<file path="src/rtl/lc3b_types.sv">
// Shared LC-3b pipeline types: phase index, default channel assignment and
// the per-channel resolved-flag state encoding.
package lc3b_types;

    localparam int PHASE_W = 2;
    typedef logic [PHASE_W-1:0] lc3b_phase;

    localparam int CH_INSTR = 0;
    localparam int CH_DATA  = 1;

    typedef enum logic {
        CH_IDLE     = 1'b0,
        CH_RESOLVED = 1'b1
    } ch_state_e;

endpackage

</file>
<file path="src/rtl/stall_channel.sv">
// One memory channel's sticky resolved flag, its combinational ok term and
// the detection of responses that arrive when nothing is waiting for them.
module stall_channel
    import lc3b_types::*;
(
    input  logic clk,
    input  logic rst_n,
    input  logic req,
    input  logic resp,
    input  logic last,
    input  logic enable,
    output logic ok,
    output logic done,
    output logic bad_resp
);

    ch_state_e state_q, state_d;
    logic      resp_final;

    // NOTE: every always_comb output gets a default first so no latch is inferred.
    always_comb begin
        resp_final = resp & last;
        state_d    = state_q;
        if (enable) begin
            state_d = CH_IDLE;
        end else if (resp_final && req) begin
            state_d = CH_RESOLVED;
        end
    end

    assign done     = (state_q == CH_RESOLVED);
    assign ok       = ~req | done | resp_final;
    assign bad_resp = resp & (~req | done);

    // NOTE: sequential state uses non-blocking assignments only.
    always_ff @(posedge clk or negedge rst_n) begin
        if (!rst_n) begin
            state_q <= CH_IDLE;
        end else begin
            state_q <= state_d;
        end
    end

endmodule

</file>
<file path="src/rtl/mem_stall_ctrl.sv">
// Pipeline stall controller: ANDs per-channel resolution into a combinational
// enable, sequences multi-access operations on DATA_CH and counts stall cycles.
module mem_stall_ctrl
    import lc3b_types::*;
#(
    parameter int NUM_CH  = 2,
    parameter int DATA_CH = CH_DATA,
    parameter int PH_W    = 2,
    parameter int CNT_W   = 16
) (
    input  logic              clk,
    input  logic              rst_n,
    input  logic [NUM_CH-1:0] req,
    input  logic [NUM_CH-1:0] resp,
    input  logic [PH_W-1:0]   nphase,
    output logic              enable,
    output logic [PH_W-1:0]   phase,
    output logic [NUM_CH-1:0] done,
    output logic [CNT_W-1:0]  stall_cycles,
    output logic              err
);

    logic [NUM_CH-1:0] ok;
    logic [NUM_CH-1:0] last;
    logic [NUM_CH-1:0] bad_resp;
    logic [PH_W-1:0]   last_phase;
    logic [PH_W-1:0]   phase_q, phase_d;
    logic [CNT_W-1:0]  stall_q, stall_d;
    logic              err_q, err_d;

    // A zero phase count means a single access, so its last index is also 0.
    always_comb begin
        last_phase = (nphase == '0) ? '0 : nphase - PH_W'(1);
        for (int i = 0; i < NUM_CH; i++) begin
            last[i] = (i != DATA_CH) || (phase_q == last_phase);
        end
    end

    for (genvar i = 0; i < NUM_CH; i++) begin : g_ch
        stall_channel u_ch (
            .clk      (clk),
            .rst_n    (rst_n),
            .req      (req[i]),
            .resp     (resp[i]),
            .last     (last[i]),
            .enable   (enable),
            .ok       (ok[i]),
            .done     (done[i]),
            .bad_resp (bad_resp[i])
        );
    end

    assign enable = &ok;

    always_comb begin
        phase_d = phase_q;
        stall_d = stall_q;
        err_d   = err_q | (|bad_resp);
        if (enable) begin
            phase_d = '0;
        end else if (req[DATA_CH] && resp[DATA_CH] && !done[DATA_CH] && !last[DATA_CH]) begin
            phase_d = phase_q + PH_W'(1);
        end
        if (!enable && (|req) && !(&stall_q)) begin
            stall_d = stall_q + CNT_W'(1);
        end
    end

    always_ff @(posedge clk or negedge rst_n) begin
        if (!rst_n) begin
            phase_q <= '0;
            stall_q <= '0;
            err_q   <= 1'b0;
        end else begin
            phase_q <= phase_d;
            stall_q <= stall_d;
            err_q   <= err_d;
        end
    end

    assign phase        = phase_q;
    assign stall_cycles = stall_q;
    assign err          = err_q;

endmodule

</file>
<file path="config.mk">
export PLATFORM = sky130hd
export DESIGN_NAME = mem_stall_ctrl
export DESIGN_NICKNAME = d
export VERILOG_FILES = /design/src/rtl/lc3b_types.sv /design/src/rtl/stall_channel.sv /design/src/rtl/mem_stall_ctrl.sv
export SDC_FILE = /design/constraint.sdc
export NUM_CORES = 1
export LEC_CHECK = 0
export CAP_MARGIN = 20
export CORE_MARGIN = 3
export CORE_UTILIZATION = 30
export CTS_CLUSTER_DIAMETER = 80
export CTS_CLUSTER_SIZE = 24
export DETAILED_ROUTE_END_ITERATION = 10
export SKIP_LAST_GASP = 1
export SLEW_MARGIN = 10
export SYNTH_ARGS = -nofsm -noshare
export SYNTH_HDL_FRONTEND = slang
export SYNTH_SLANG_ARGS = --single-unit
</file>
<file path="constraint.sdc">
create_clock -name clk -period 1.7 [get_ports clk]
set_input_delay 0.34 -clock clk [delete_from_list [all_inputs] [get_ports clk]]
set_output_delay 0.34 -clock clk [all_outputs]
set_load 0.02 [all_outputs]
</file>
* Word level (Yosys, flattened, before mapping) *
Cells that the tools add are included.

word-level totals
  register bits = 21
  bits in latches = 0
  bits in writable memories = 0
  bits in read-only memories = 0
  input port bits = 8
  output and inout bits = 22
  word-level logic and storage cells = 45
  memories = 0

operators by class
  add/subtract/negate cells = 3
  multipliers = 0
  divide/modulo/power cells = 0
  $lt $le $gt $ge = 0
  equal/unequal tests = 1
  shift operators = 0
  multiplexer cells = 7
  bitwise gates (word level) = 10
  reductions and logical operators = 19

operators by type and width
  operator                                                             count
  16-bit by 1-bit adder with 16-bit output (second input constant)     1
  16-bit AND reduction                                                 1
  1-bit logical AND                                                    7
  2-bit 2-to-1 mux                                                     3
  2-bit nonzero test                                                   3
  1-bit OR                                                             5
  1-bit zero test                                                      4
  1-bit 2-to-1 mux                                                     4
  2-bit OR reduction                                                   2
  1-bit bitwise AND                                                    3
  2-bit by 1-bit adder with 2-bit output (second input constant)       1
  2-bit == test                                                        1
  2-bit zero test                                                      1
  1-bit inverter                                                       2
  2-bit AND reduction                                                  1
  2-bit by 1-bit subtractor with 2-bit output (second input constant)  1

* Depth between registers and ports, before layout *
Gate-level depths: netlist of run 1.

  depth in word-level cells = 9
  gate-level depth with buffers = 7
  depth with buffers taken out = 6

* Modules after synthesis *
Synthesis of run 1 repeated with hierarchy kept, for this count alone.

second synthesis, totals
  cell total of the unflattened synthesis = 104
  area, all modules = 1091.0 µm²

by module, submodules not included
  module          times used  cells an instance  area an instance (µm²)  sequential area each (µm²)
  mem_stall_ctrl  1           90                 980.9                   475.5
  stall_channel   2           7                  55.1                    25.0

* Worst setup path before layout of run 1 *
No wires, ideal clock.

  path type = register to register
  start point = reg phase_q[0], in the netlist phase[0]
  end point = reg stall_q[1], in the netlist stall_cycles[1]
  library setup time = 0.125 ns
  data arrival time = 1.778 ns
  path slack = -0.203 ns
  stages on the path, launching flop included = 7
  path buffers = 2
  cell sequence = dfrtp_1 > or3_1 > and4bb_1 > buf_6 > o2bb2ai_2 > buf_6 > mux2_4

between the ends
  cells in the longest elaborated chain, start to end = 7

ends and longest elaborated chain
  item                            line                  source
  start, declared                 mem_stall_ctrl.sv:27  logic [PH_W-1:0] phase_q, phase_d;
  start signal, assigned          mem_stall_ctrl.sv:75  phase_q <= phase_d;
  2-bit == test                   mem_stall_ctrl.sv:35  last[i] = (i != DATA_CH) || (phase_q == last_phase);
  1-bit bitwise AND               stall_channel.sv:22   resp_final = resp & last;
  1-bit OR                        stall_channel.sv:32   assign ok = ~req | done | resp_final;
  2-bit AND reduction             mem_stall_ctrl.sv:53  assign enable = &ok;
  1-bit zero test                 mem_stall_ctrl.sv:64  if (!enable && (|req) && !(&stall_q)) begin
  1-bit logical AND (2 in a row)  mem_stall_ctrl.sv:64
  end signal, assigned            mem_stall_ctrl.sv:76  stall_q <= stall_d;
  end, declared                   mem_stall_ctrl.sv:28  logic [CNT_W-1:0] stall_q, stall_d;

No other way between the ends.
A chain may end at the register's enable or synchronous reset.

* Worst setup path in the final report of run 1 *
  start point = reg phase_q[0], in the netlist phase[0]
  end point = reg stall_q[5], in the netlist stall_cycles[5]

The elaborated chain is that of the path after synthesis.

==> impl_metrics.env, run 1 <==
export IMPL_run_status="complete, but fails checks"
export IMPL_violations="negative setup slack"
export IMPL_cts_tree="built"
export IMPL_async_flop_share_pct=100
export IMPL_die_width_um=67.1
export IMPL_synth_compound_area_share_pct=7.37
export IMPL_yosys_top_cells_area="dfrtp_1, xor2_1, xnor2_1"
export IMPL_nets=189
export IMPL_num_rows=21
export IMPL_critPathCaptureType="flop"
export IMPL_finalHoldViolations=0
export IMPL_io_buffers=29
export IMPL_ys_seq_area_share_pct=46.9
export IMPL_rsz0062_at_grt="yes"
export IMPL_required_ns=1.85
export IMPL_regToRegStartpoint="phase[0]$_DFFE_PN0P_"
export IMPL_dpl_cell_area_mm2=0.00170
export IMPL_yosys_mux_area_fraction_pct=3.35
export IMPL_finalCritPeriodShare_pct=110
export IMPL_clock_sinks=21
export IMPL_maxCapViolCount=0
export IMPL_ant_nets=0
export IMPL_crit_fanout=6
export IMPL_fmax_ghz=0.537
export IMPL_place_ws_ns=-0.714
export IMPL_grt_max_degree=22
export IMPL_yosysTopAreaCellShare_pct=46.9
export IMPL_worst_pin_slew_ns=0.385
export IMPL_hold_slack_ns=0.412
export IMPL_wire_per_inst_um=13.0
export IMPL_r2r_slack_ns=-0.16
export IMPL_dp_hpwl_um=2030
export IMPL_yosys_area_top_type="dfrtp_1"
export IMPL_synth_edff_count=0
export IMPL_finalCoreUtilization_pct=56.5
export IMPL_synth_simple_gate_area_share_pct=24.8
export IMPL_yosysWarnings=0
export IMPL_synth_seq_cells=21
export IMPL_crit_path_frequent_cell="buf_6"
export IMPL_insertion_delay_ns=0.26
export IMPL_clockBufferDepth=2
export IMPL_synth_cells=106
export IMPL_synth_common_cells="dfrtp_1, xor2_1, nand2_1"
export IMPL_p_per_area_mw_per_mm2=1280
export IMPL_setup_viol=19
export IMPL_start_kind="flop"
export IMPL_crit_slowest_cell="dfrtp_2"
export IMPL_fin_area_mm2=0.00196
export IMPL_cp_arrival_ns=2.01
export IMPL_syn_area_per_cell_um2=10.6
export IMPL_setup_ws_ns=-0.162
export IMPL_drive_gt1_share_pct=39.1
export IMPL_vias=1062
export IMPL_synth_fa_ha_area_share_pct=1.12
export IMPL_numCtsBuffers=3
export IMPL_hold_path_class="in -> async"
export IMPL_grt_ovfl_total=0
export IMPL_grt_pass1_vias=1143
export IMPL_die_h_um=67.1
export IMPL_ir_drop_mv=0.856
export IMPL_synth_top_family_by_area="simple AND/OR/NAND/NOR gates"
export IMPL_yosysMostFrequentCell="dfrtp_1"
export IMPL_ioPinCount=30
export IMPL_htreeDepth=1
export IMPL_r2r_end="stall_cycles[5]$_DFFE_PN0P_"
export IMPL_drt_first_pass_iters=4
export IMPL_antenna_cells=0
export IMPL_drv_slew=0
export IMPL_initialDrtViolationCount=29
export IMPL_crit_path_end="stall_cycles[5]$_DFFE_PN0P_"
export IMPL_startpoint="phase[0]$_DFFE_PN0P_"
export IMPL_worst_setup_path_type="reg -> reg"
export IMPL_gp_congestion=0.740
export IMPL_area_delta_synth_final_pct=75.1
export IMPL_fin_cells=225
export IMPL_start_util_pct=32.3
export IMPL_cp_cell_sequence="or3_4 > and4bb_1 > buf_6 > o2bb2ai_4 > buf_6 > nor3_4 > xor2_1"
export IMPL_syn_num_nets=115
export IMPL_grt_total_usage_pct=14.6
export IMPL_routed_wl_um=2920
export IMPL_drc=0
export IMPL_cts_root_buf="clkbuf_8"
export IMPL_core_mm2=0.00347
export IMPL_grt_pass1_wl_um=5000
export IMPL_antenna_found_initial=0
export IMPL_min_period_ns=1.86
export IMPL_slowest_delay_ns=0.41
export IMPL_viasPerCell=4.72
export IMPL_rr_worst_depth=7
export IMPL_cts_clk_slew_worst_paths_ns=0.08
export IMPL_slew_limit_headroom_pct=74.1
export IMPL_yosys_area_share_xor_xnor_pct=11.7
export IMPL_synth_ff_type="dfrtp_1"
export IMPL_fin_skew_ns=0.00278
export IMPL_p_leak_nw=1.00
export IMPL_placedCellCount=210
export IMPL_yosysUniqueCellTypes=34
export IMPL_die_area_mm2=0.00450
export IMPL_syn_area_mm2=0.00112
[cells by family (layout without fill, tap and decap cells)]
family | after synthesis | count (layout)
AO/OA/AOI/OAI | 11 | 11
XOR/XNOR | 15 | 15
adder cells (fa/ha/maj) | 1 | 1
buffers and inverters | 8 | 81
flip-flops | 21 | 21
multiplexers | 3 | 3
AND/OR/NAND/NOR | 47 | 47
[power breakdown]
part / internal [mW] / total [mW] / switching, mW
registers: 0.651 / 0.738 / 0.0868
logic: 0.712 / 1.43 / 0.722
clock network: 0.167 / 0.331 / 0.164
total: 1.53 / 2.50 / 0.972
[registers in the layout, indices dropped and copies added (netlist names)]
signal	count
stall_cycles	16
g_ch.u_ch.done	2
phase	2
err	1
[layout make-up]
class	count	area [µm²]
Multi-Input combinational cell	77	658
Timing Repair Buffer	73	658
Sequential cell	21	527
Fill cell	317	1510
Clock buffer	4	45.0
Tap cell	46	57.6
Inverter	4	15.0
[routing by layer]
layer	GRT usage, %	share of wire (%)
met1	19.0	45
met2	23.7	49
met3	2.70	4.2
met4	5.82	1.8
met5	0	0
[placed cells by master, fill, tap and decap left out, drive strengths merged]
| master | count |
|---|---|
| a21oi | 3 |
| a221o | 1 |
| and3 | 1 |
| and3b | 1 |
| and4 | 1 |
| and4bb | 2 |
| buf | 45 |
| clkbuf | 4 |
| clkdlybuf4s50 | 9 |
| dfrtp | 21 |
| dlygate4sd2 | 10 |
| dlymetal6s2s | 9 |
| ha | 1 |
| inv | 4 |
| mux2 | 3 |
| nand2 | 9 |
| nand2b | 2 |
| nand3 | 7 |
| nand4 | 4 |
| nand4b | 1 |
| nor2 | 8 |
| nor3 | 4 |
| nor3b | 1 |
| nor4 | 3 |
| o211ai | 1 |
| o21ai | 4 |
| o221a | 1 |
| o2bb2ai | 1 |
| or2b | 1 |
| or3 | 1 |
| or3b | 1 |
| xnor2 | 5 |
| xor2 | 10 |
[how the worst min path moves through the flow]
stage	from	endpoint	slack [ns]
after floorplan	rst_n	err$_DFF_PN0_	0.04
after global placement	err$_DFF_PN0_	err$_DFF_PN0_	0.48
after detailed placement	err$_DFF_PN0_	err$_DFF_PN0_	0.47
after CTS	rst_n	stall_cycles[0]$_DFFE_PN0P_	0.42
after global routing	rst_n	stall_cycles[1]$_DFFE_PN0P_	0.45
final	rst_n	stall_cycles[0]$_DFFE_PN0P_	0.41
[stage by stage]
step | total power, mW | setup TNS [ns]
2_1_floorplan | 1.37 | -0.950
3_3_place_gp | 2.07 | -8.41
3_5_place_dp | 2.09 | -9.24
4_1_cts | 2.50 | -2.21
5_1_grt | 2.67 | -3.43
6_report | 2.50 | -2.13
[critical path, delay by kind of cell (launching register included)]
kind                   cells  cell delay, ns
XOR/XNOR                   1            0.13
buffers and inverters      2            0.32
flip-flops                 1            0.41
AO/OA/AOI/OAI              1            0.23
AND/OR/NAND/NOR            3            0.65
[timing repair]
item | 4_1_cts | 5_1_grt
hold buffers | 0 | 0
resized for setup | 38 | 14
setup endpoints to repair | 26 | 28
gates cloned | 0 | 0
pin swaps | 9 | 6
setup buffers | 9 | 2
(Power assumes the default switching activity.)
==> run 2: changes to the inputs <==
--- a/config.mk
+++ b/config.mk
@@ -6,10 +6,10 @@
 export NUM_CORES = 1
 export LEC_CHECK = 0
 export CAP_MARGIN = 20
-export CORE_MARGIN = 3
+export CORE_MARGIN = 2
 export CORE_UTILIZATION = 30
 export CTS_CLUSTER_DIAMETER = 80
-export CTS_CLUSTER_SIZE = 24
+export CTS_CLUSTER_SIZE = 8
 export DETAILED_ROUTE_END_ITERATION = 10
 export SKIP_LAST_GASP = 1
 export SLEW_MARGIN = 10
==> impl_metrics.env, run 2 (synthesis gave the netlist of run 1 again) <==
export IMPL_vias=1020
export IMPL_ir_drop_mv=0.865
export IMPL_setup_viol=15
export IMPL_placedCellCount=208
export IMPL_wire_per_inst_um=12.5
export IMPL_slew_limit_headroom_pct=78.5
export IMPL_final_common_cell="buf_4"
export IMPL_finalCritPeriodShare_pct=108
export IMPL_drt_first_pass_iters=4
export IMPL_min_period_ns=1.84
export IMPL_nets=179
export IMPL_numCtsBuffers=3
export IMPL_start_kind="flop"
export IMPL_antenna_cells=0
export IMPL_fin_cells=217
export IMPL_cts_tree="built"
export IMPL_ant_nets=0
export IMPL_hold_path_class="in -> async"
export IMPL_dpl_cell_area_mm2=0.00169
export IMPL_viasPerCell=4.70
export IMPL_cts_root_buf="clkbuf_8"
export IMPL_largest_reg_flops=16
export IMPL_drc=0
export IMPL_initialDrtViolationCount=23
export IMPL_cp_arrival_ns=1.50
export IMPL_p_per_area_mw_per_mm2=1310
export IMPL_p_leak_nw=0.909
export IMPL_clockBufferDepth=2
export IMPL_grt_pass1_wl_um=4770
export IMPL_required_ns=1.36
export IMPL_grt_total_usage_pct=14.3
export IMPL_worst_setup_path_type="reg -> out"
export IMPL_rsz0062_at_grt="yes"
export IMPL_insertion_delay_ns=0.25
export IMPL_area_delta_synth_final_pct=64.9
export IMPL_grt_ovfl_total=0
export IMPL_run_status="complete, but fails checks"
export IMPL_die_area_mm2=0.00424
export IMPL_drive_gt1_share_pct=33.7
export IMPL_clock_sinks=21
export IMPL_grt_max_degree=22
export IMPL_violations="negative setup slack"
export IMPL_crit_fanout=4
export IMPL_routed_wl_um=2700
export IMPL_setup_tns_ns=-0.908
export IMPL_start_util_pct=30.8
export IMPL_setup_ws_ns=-0.143
export IMPL_antenna_found_initial=0
export IMPL_maxCapViolCount=0
export IMPL_layout_common_cells="buf_4, dfrtp_1, clkdlybuf4s50_1"
export IMPL_place_ws_ns=-0.700
export IMPL_fmax_ghz=0.543
export IMPL_fin_skew_ns=0.00149
export IMPL_core_mm2=0.00363
export IMPL_finalHoldViolations=0
export IMPL_grt_pass1_vias=1084
export IMPL_dp_hpwl_um=1970
export IMPL_critPathCaptureType="output port"
export IMPL_io_buffers=29
export IMPL_hold_slack_ns=0.423
export IMPL_die_h_um=65.1
export IMPL_gp_congestion=0.818
export IMPL_ioPinCount=30
export IMPL_htreeDepth=1
export IMPL_die_width_um=65.1
export IMPL_cts_clk_slew_worst_paths_ns=0.07
export IMPL_drv_slew=0
export IMPL_worst_pin_slew_ns=0.320
export IMPL_fin_area_mm2=0.00185
export IMPL_num_rows=22
export IMPL_holdBufCountCts=0
[run 2: cell count changes in the layout (fill, tap and decap cells not counted)]
cell and delta:
buf_12 +1, buf_4 -6, buf_6 -5, clkdlybuf4s50_1 +3, dlygate4sd2_1 -1, dlymetal6s2s_1 -2
nor2_1 +1, nor2_2 +1, nor2_4 -2, o21ai_1 +1, o21ai_4 -1, xnor2_1 +1
xnor2_2 -1
[run 2: what timing repair did]
action                                  in CTS  in global routing
setup buffers                                5                  1
endpoints found under the setup margin      26                 26
resized for setup                           29                  9
endpoints found under the hold margin        0                  0
pin swaps                                   11                 13
[run 2: where the power goes]
part           internal [mW]  leakage (nW)  switching, mW
logic                  0.659         0.629          0.689
clock network          0.167        0.0228          0.153
registers              0.651         0.258         0.0949
[run 2: final cells by class]
cell class | count | area (µm²)
Multi-Input combinational cell | 77 | 627
Timing Repair Buffer | 63 | 573
Clock buffer | 4 | 45.0
Tap cell | 48 | 60.1
Inverter | 4 | 15.0
Sequential cell | 21 | 527
Fill cell | 346 | 1790
[run 2: worst max-delay path: stages, from the launching register on]
cell and delay (ns):
dfrtp_2 0.41, buf_6 0.12, and4bb_2 0.21, and4bb_1 0.30
nor2_1 0.06, buf_4 0.15
[run 2: stage by stage]
step           power, mW  utilization, %
6_report            2.41            50.8
5_1_grt             2.59            50.8
4_1_cts             2.44            49.9
3_5_place_dp        2.07            46.5
3_3_place_gp        2.04            46.5
2_1_floorplan       1.37               -
[run 2: worst paths after layout]
kind	slack [ns]	cells past startpoint	startpoint	to
max	-0.14	5	phase[0]$_DFFE_PN0P_	enable
min	0.42	2	rst_n	stall_cycles[2]$_DFFE_PN0P_
max reg2reg	-0.14	6	phase[0]$_DFFE_PN0P_	stall_cycles[1]$_DFFE_PN0P_
min reg2reg	0.50	1	stall_cycles[9]$_DFFE_PN0P_	stall_cycles[9]$_DFFE_PN0P_
max in group asynchronous	1.03	2	rst_n	phase[0]$_DFFE_PN0P_
min in group clk	0.50	1	stall_cycles[9]$_DFFE_PN0P_	stall_cycles[9]$_DFFE_PN0P_
[run 2: per-layer routing]
metal	global-route usage, %	share of wire, %	vias up
li1	-	-	496
met1	18.4	46	500
met2	24.4	49	22
met3	2.57	4.2	2
met4	4.69	0.48	0
met5	0	0	-
